File: config.mk
export PLATFORM = sky130hd
export DESIGN_NAME = cache_fill_arbiter
export DESIGN_NICKNAME = d
export VERILOG_FILES = /design/src/rtl/cache_ctrl_pkg.sv /design/src/rtl/fill_word_counter.sv /design/src/rtl/cache_fill_arbiter.sv
export SDC_FILE = /design/constraint.sdc
export NUM_CORES = 1
export LEC_CHECK = 0
export ABC_AREA = 1
export CORE_ASPECT_RATIO = 0.6
export CORE_MARGIN = 5
export CORE_UTILIZATION = 36
export DETAILED_ROUTE_END_ITERATION = 7
export GPL_ROUTABILITY_DRIVEN = 0
export PLACE_DENSITY = 0.95
export SYNTH_ARGS = -nofsm -noshare
export SYNTH_HDL_FRONTEND = slang
export SYNTH_SLANG_ARGS = --single-unit
File: constraint.sdc
create_clock -name clk -period 2.6 [get_ports clk]
set_clock_uncertainty 0.1 [all_clocks]
set_input_delay 0.39 -clock clk [delete_from_list [all_inputs] [get_ports clk]]
set_output_delay 0.39 -clock clk [all_outputs]
set_load 0.01 [all_outputs]
File: src/rtl/cache_ctrl_pkg.sv
// Shared types and geometry for the cache miss/fill controller.
// Blocks are 16 bytes (8 x 16-bit words) in a 2-way, 64-set cache.
package cache_ctrl_pkg;

    typedef enum logic [1:0] {
        IDLE   = 2'd0,
        D_FILL = 2'd1,
        I_FILL = 2'd2
    } fill_state_t;

    localparam int WORDS_PER_BLOCK = 8;
    localparam int OFFSET_W        = 4;
    localparam int TAG_W           = 6;
    localparam int SET_W           = 6;

endpackage

File: src/rtl/fill_word_counter.sv
// Word counter for block fills: clear has priority over enable, and
// term_o flags when the count equals TERMINAL.
module fill_word_counter #(
    parameter int WIDTH    = 3,
    parameter int TERMINAL = 7
) (
    input  logic             clk,
    input  logic             rst,
    input  logic             clr_i,
    input  logic             en_i,
    output logic [WIDTH-1:0] count_o,
    output logic             term_o
);

    logic [WIDTH-1:0] count_q;
    logic [WIDTH-1:0] count_d;

    always_comb begin
        count_d = count_q;
        if (clr_i) begin
            count_d = '0;
        end else if (en_i) begin
            count_d = count_q + 1'b1;
        end
    end

    always_ff @(posedge clk or posedge rst) begin
        if (rst) begin
            count_q <= '0;
        end else begin
            count_q <= count_d;
        end
    end

    assign count_o = count_q;
    assign term_o  = (count_q == WIDTH'(TERMINAL));

endmodule

File: src/rtl/cache_fill_arbiter.sv
// Shares the memory port between I- and D-cache misses, sequences 8-word
// block fills into the selected cache and forwards write-through stores.
module cache_fill_arbiter #(
    parameter int WORDS_PER_BLOCK = 8,
    parameter int ADDR_W          = 16
) (
    input  logic              clk,
    input  logic              rst,
    input  logic              icache_miss,
    input  logic [ADDR_W-1:0] icache_addr,
    input  logic              dcache_miss,
    input  logic [ADDR_W-1:0] dcache_addr,
    input  logic              dcache_wr,
    input  logic [15:0]       dcache_wdata,
    output logic              mem_enable,
    output logic              mem_wr,
    output logic [ADDR_W-1:0] mem_addr,
    output logic [15:0]       mem_wdata,
    input  logic [15:0]       mem_data,
    input  logic              mem_data_valid,
    output logic              fill_wr_i,
    output logic              fill_wr_d,
    output logic [ADDR_W-1:0] fill_addr,
    output logic [15:0]       fill_data,
    output logic              meta_wr_i,
    output logic              meta_wr_d,
    output logic              stall_i,
    output logic              stall_d
);

    import cache_ctrl_pkg::fill_state_t;
    import cache_ctrl_pkg::IDLE;
    import cache_ctrl_pkg::D_FILL;
    import cache_ctrl_pkg::I_FILL;
    import cache_ctrl_pkg::OFFSET_W;

    localparam int IDX_W  = $clog2(WORDS_PER_BLOCK);
    localparam int BASE_W = ADDR_W - OFFSET_W;

    fill_state_t       state_q;
    logic [BASE_W-1:0] base_q;

    logic [IDX_W:0]    issue_cnt;
    logic              issue_done;
    logic [IDX_W-1:0]  ret_cnt;
    logic              ret_last;

    logic in_fill;
    logic ret_beat;
    logic fill_done;

    assign in_fill   = (state_q != IDLE);
    assign ret_beat  = in_fill & mem_data_valid;
    assign fill_done = ret_beat & ret_last;

    // Issue side stops at WORDS_PER_BLOCK so a slow memory never sees a ninth read.
    fill_word_counter #(
        .WIDTH   (IDX_W + 1),
        .TERMINAL(WORDS_PER_BLOCK)
    ) u_issue_cnt (
        .clk    (clk),
        .rst    (rst),
        .clr_i  (fill_done),
        .en_i   (in_fill & ~issue_done),
        .count_o(issue_cnt),
        .term_o (issue_done)
    );

    fill_word_counter #(
        .WIDTH   (IDX_W),
        .TERMINAL(WORDS_PER_BLOCK - 1)
    ) u_ret_cnt (
        .clk    (clk),
        .rst    (rst),
        .clr_i  (fill_done),
        .en_i   (ret_beat),
        .count_o(ret_cnt),
        .term_o (ret_last)
    );

    // D-side misses win ties; the losing I miss simply stays asserted.
    always_ff @(posedge clk or posedge rst) begin
        if (rst) begin
            state_q <= IDLE;
            base_q  <= '0;
        end else begin
            case (state_q)
                IDLE: begin
                    if (dcache_miss) begin
                        state_q <= D_FILL;
                        base_q  <= dcache_addr[ADDR_W-1:OFFSET_W];
                    end else if (icache_miss) begin
                        state_q <= I_FILL;
                        base_q  <= icache_addr[ADDR_W-1:OFFSET_W];
                    end
                end
                D_FILL, I_FILL: begin
                    if (fill_done) begin
                        state_q <= IDLE;
                    end
                end
                default: state_q <= IDLE;
            endcase
        end
    end

    always_comb begin
        mem_enable = 1'b0;
        mem_wr     = 1'b0;
        mem_addr   = '0;
        mem_wdata  = '0;
        if (state_q == IDLE) begin
            if (dcache_wr && !dcache_miss) begin
                mem_enable = 1'b1;
                mem_wr     = 1'b1;
                mem_addr   = dcache_addr;
                mem_wdata  = dcache_wdata;
            end
        end else if (!issue_done) begin
            mem_enable = 1'b1;
            mem_addr   = {base_q, issue_cnt[IDX_W-1:0], 1'b0};
        end
    end

    assign fill_wr_d = ret_beat & (state_q == D_FILL);
    assign fill_wr_i = ret_beat & (state_q == I_FILL);
    assign fill_addr = ret_beat ? {base_q, ret_cnt, 1'b0} : '0;
    assign fill_data = mem_data;
    assign meta_wr_d = fill_done & (state_q == D_FILL);
    assign meta_wr_i = fill_done & (state_q == I_FILL);

    // A store during any fill must wait, since the memory port is busy.
    assign stall_d = dcache_miss | (in_fill & dcache_wr);
    assign stall_i = icache_miss;

    logic unused_icache_offset;
    assign unused_icache_offset = ^icache_addr[OFFSET_W-1:0];

endmodule
==> results.ini, run 1 <==
[run_status]
status=finished clean

[route]
drt-wirelength-per-cell_um=13.13
routed_wirelength_um=5539
drc=0
firstDrtPassIters=4
vias=1873
avgViaCountPerCell=4.438
antenna_left=0
drt_iter0_markers=92

[cts]
clkSinkCount=21
hold_buffers=0
cts.reportedPaths.clkPinSlew_ns=0.08
ctsResizeCount=35
clkLatencyLatePin_ns=0.26
cts_tree=done
clock-root-buffer=clkbuf_8
clockBufferDepth=2
postCtsSetupBuffers=0
ctsHtreeMaxLevel=1
cts_inserted_buffers=3

[die]
die_y_um=63.98
ioPinCount=142
num_rows=19
initial_core_util=0.3771
core_sq_um=4636
die-area_sq_um=6395
die_width_um=99.96

[critical_path]
crit_required_ns=2.11
cp_num_buf_inv=4
cp_num_cells=9
path_max_fanout=16
max_stage_delay_ns=0.52
endpoint_kind=primary output
critPathLaunchType=flip-flop
crit_chain=inv_1 > ha_4 > inv_4 > nor2_4 > nand2_4 > inv_8 > nand2_1 > nand2_1 > clkdlybuf4s50_1
ff2ff_path_depth=6
cpMostUsedCell=nand2_1
worst_path_max_delay_cell=clkdlybuf4s50_1
cp_top_family=buffers and inverters
cp.arrival_ns=1.99
path_class=reg2out

[logic_synthesis]
synthMuxAreaShare=0
syn_nets=349
synth_area_per_cell_sq_um=6.426
synth_top_family_by_area=simple AND/OR/NAND/NOR gates
synth_cell_types=20
netlist_area_sq_um=1748
synth_xor_area_frac=0
yosys.area_share.adder=0.05011
yosysWarnings=0
syn_inst=272
synth_compound_area_frac=0.1174
synth_simple_gate_area_frac=0.3164
ys_seq_area_frac=0.3006
ys_ff_latch=21

[timing]
finalHoldViolations=0
setup_slack_ns=0.1151
max-slew-margin-rel=0.4449
fin_crit_sh=0.9557
max_freq_mhz=402.4
period_minus_slack_ns=2.485
worstMarginPinSlew_ns=0.8318
setup_viol=0
drv_slew=0

[placement]
numPortBuffers=104
hpwl_um=4417
placed_cells=418
pre_cts_ws_ns=0.06963

[layout]
final_common_cell=nand2_1
syn2layout_area_growth_pct=57.34
drive_gt1_frac=0.08078
fin_cells=422
n_fill_cell=458
n_antenna_cell=0
layout_common_cells=nand2_1 (84), clkdlybuf4s50_1 (72), inv_1 (42), nor2_1 (39), dlygate4sd2_1 (32)
finalNetCount=437

[run]
cap_violations=0

[worst_hold_path]
min_path_type=reg2reg
whs_path_depth=2

[grt]
grt_usage=0.1742
grt_pass1_vias=1937
grt_remaining_overflow=0
grt_antenna_before_repair=0
grt_pass1_wl_um=9163
grt_max_degree=25

[power]
max-vdd-ir-drop_mv=0.3624
p_leak_nw=1.465
p_per_area_nw_per_um2=810.3
finalPower_mw=2.229

==> metal layers <==
layer	GRT usage	vias to the layer above	share of wire
met1	0.2098	843	0.41
met2	0.3239	57	0.52
li1	-	971	-
met3	0.04674	2	0.070
met4	0.01363	0	0.0018
met5	0	-	0
==> final timing paths <==
kind | from | end | slack [ns]
worst max-delay path | state_q[1] | mem_addr[3] | 0.12
worst max register to register | u_issue_cnt.count_o[0] | u_issue_cnt.count_o[0] | 1.03
worst min-delay path | state_q[1] | state_q[1] | 0.42
min in group asynchronous | rst | state_q[0] | 0.50
max in group asynchronous | rst | u_issue_cnt.count_o[2] | 1.39
worst min register to register | state_q[1] | state_q[1] | 0.42
==> flip-flops by register name (all words and copies together) (netlist names) <==
| register | cells |
|---|---|
| u_ret_cnt.count_o | 3 |
| state_q | 2 |
| base_q | 12 |
| u_issue_cnt.count_o | 4 |
==> synth_stat cells <==
cell type	count	area share
o21ai_0	18	0.052
inv_2	3	0.0064
dfrtp_1	21	0.30
inv_1	43	0.092
a21oi_1	2	0.0057
buf_6	3	0.019
a21oi_4	1	0.0093
nand2_4	1	0.0064
inv_4	1	0.0036
conb_1	1	0.0021
nor2_1	40	0.086
buf_2	5	0.014
o21ai_1	2	0.0057
nor2_4	1	0.0064
nand2_1	84	0.18
ha_1	7	0.050
nand3_2	1	0.0057
buf_4	18	0.077
o21ai_2	9	0.045
nand3_1	11	0.031
==> stage by stage <==
step / TNS (ns) / utilization / hold WS [ns] / instance area [sq um]
after floorplan: 0 / - / 0.2665 / 1748
after global placement: 0 / 0.5849 / 0.3906 / 2711
after detailed placement: 0 / 0.5849 / 0.4114 / 2711
after CTS: 0 / 0.5889 / 0.4344 / 2730
after global routing: -0.01208 / 0.5933 / 0.4680 / 2750
final: 0 / 0.5933 / 0.4233 / 2750
==> logic make-up (layout without fill, tap and decap cells) <==
| logic type | Yosys count | count (layout) |
|---|---|---|
| adders and majority gates | 7 | 7 |
| and+or+nand+nor | 138 | 138 |
| other | 1 | 1 |
| buffers and inverters | 73 | 160 |
| AOI/OAI and AO/OA | 32 | 32 |
| DFF | 21 | 21 |
==> area by class of cell <==
| cell class | instances | area, sq um | area share |
|---|---|---|---|
| Timing Repair Buffer | 109 | 1039 | 0.3776 |
| Multi-Input combinational cell | 178 | 872.1 | 0.3171 |
| Sequential cell | 21 | 525.5 | 0.1911 |
| Inverter | 47 | 188.9 | 0.06870 |
| Tap cell | 63 | 78.83 | 0.02866 |
| Clock buffer | 3 | 41.29 | 0.01501 |
| Clock inverter | 1 | 5.005 | 0.001820 |
==> tightest hold or removal path, delay by kind of cell (launching register included) <==
family / cells / cell delay (ns)
simple gates: 2 / 0.11
flops: 1 / 0.38
==> where the power goes <==
part | internal [mW] | switching [mW]
clock | 0.107 | 0.108
sequential | 0.484 | 0.0843
combinational | 0.619 | 0.826
total | 1.21 | 1.02
(Power assumes the default switching activity.)
==> run 2: changes to the inputs <==
--- a/config.mk
+++ b/config.mk
@@ -6,12 +6,15 @@
 export NUM_CORES = 1
 export LEC_CHECK = 0
 export ABC_AREA = 1
+export ABC_CLOCK_PERIOD_IN_PS = 2600
 export CORE_ASPECT_RATIO = 0.6
 export CORE_MARGIN = 5
 export CORE_UTILIZATION = 36
 export DETAILED_ROUTE_END_ITERATION = 7
 export GPL_ROUTABILITY_DRIVEN = 0
+export HOLD_SLACK_MARGIN = 0.05
 export PLACE_DENSITY = 0.95
 export SYNTH_ARGS = -nofsm -noshare
 export SYNTH_HDL_FRONTEND = slang
 export SYNTH_SLANG_ARGS = --single-unit
+export TNS_END_PERCENT = 1
==> results of run 2 <==
Same layout as run 1: the final DEF is identical, and so are final timing and power.
==> run 3: changes to the inputs <==
--- a/config.mk
+++ b/config.mk
@@ -12,7 +12,7 @@
 export CORE_UTILIZATION = 36
 export DETAILED_ROUTE_END_ITERATION = 7
 export GPL_ROUTABILITY_DRIVEN = 0
-export HOLD_SLACK_MARGIN = 0.05
+export HOLD_SLACK_MARGIN = 0.03
 export PLACE_DENSITY = 0.95
 export SYNTH_ARGS = -nofsm -noshare
 export SYNTH_HDL_FRONTEND = slang
==> results of run 3 <==
Same layout as run 1: the final DEF is identical, and so are final timing and power.
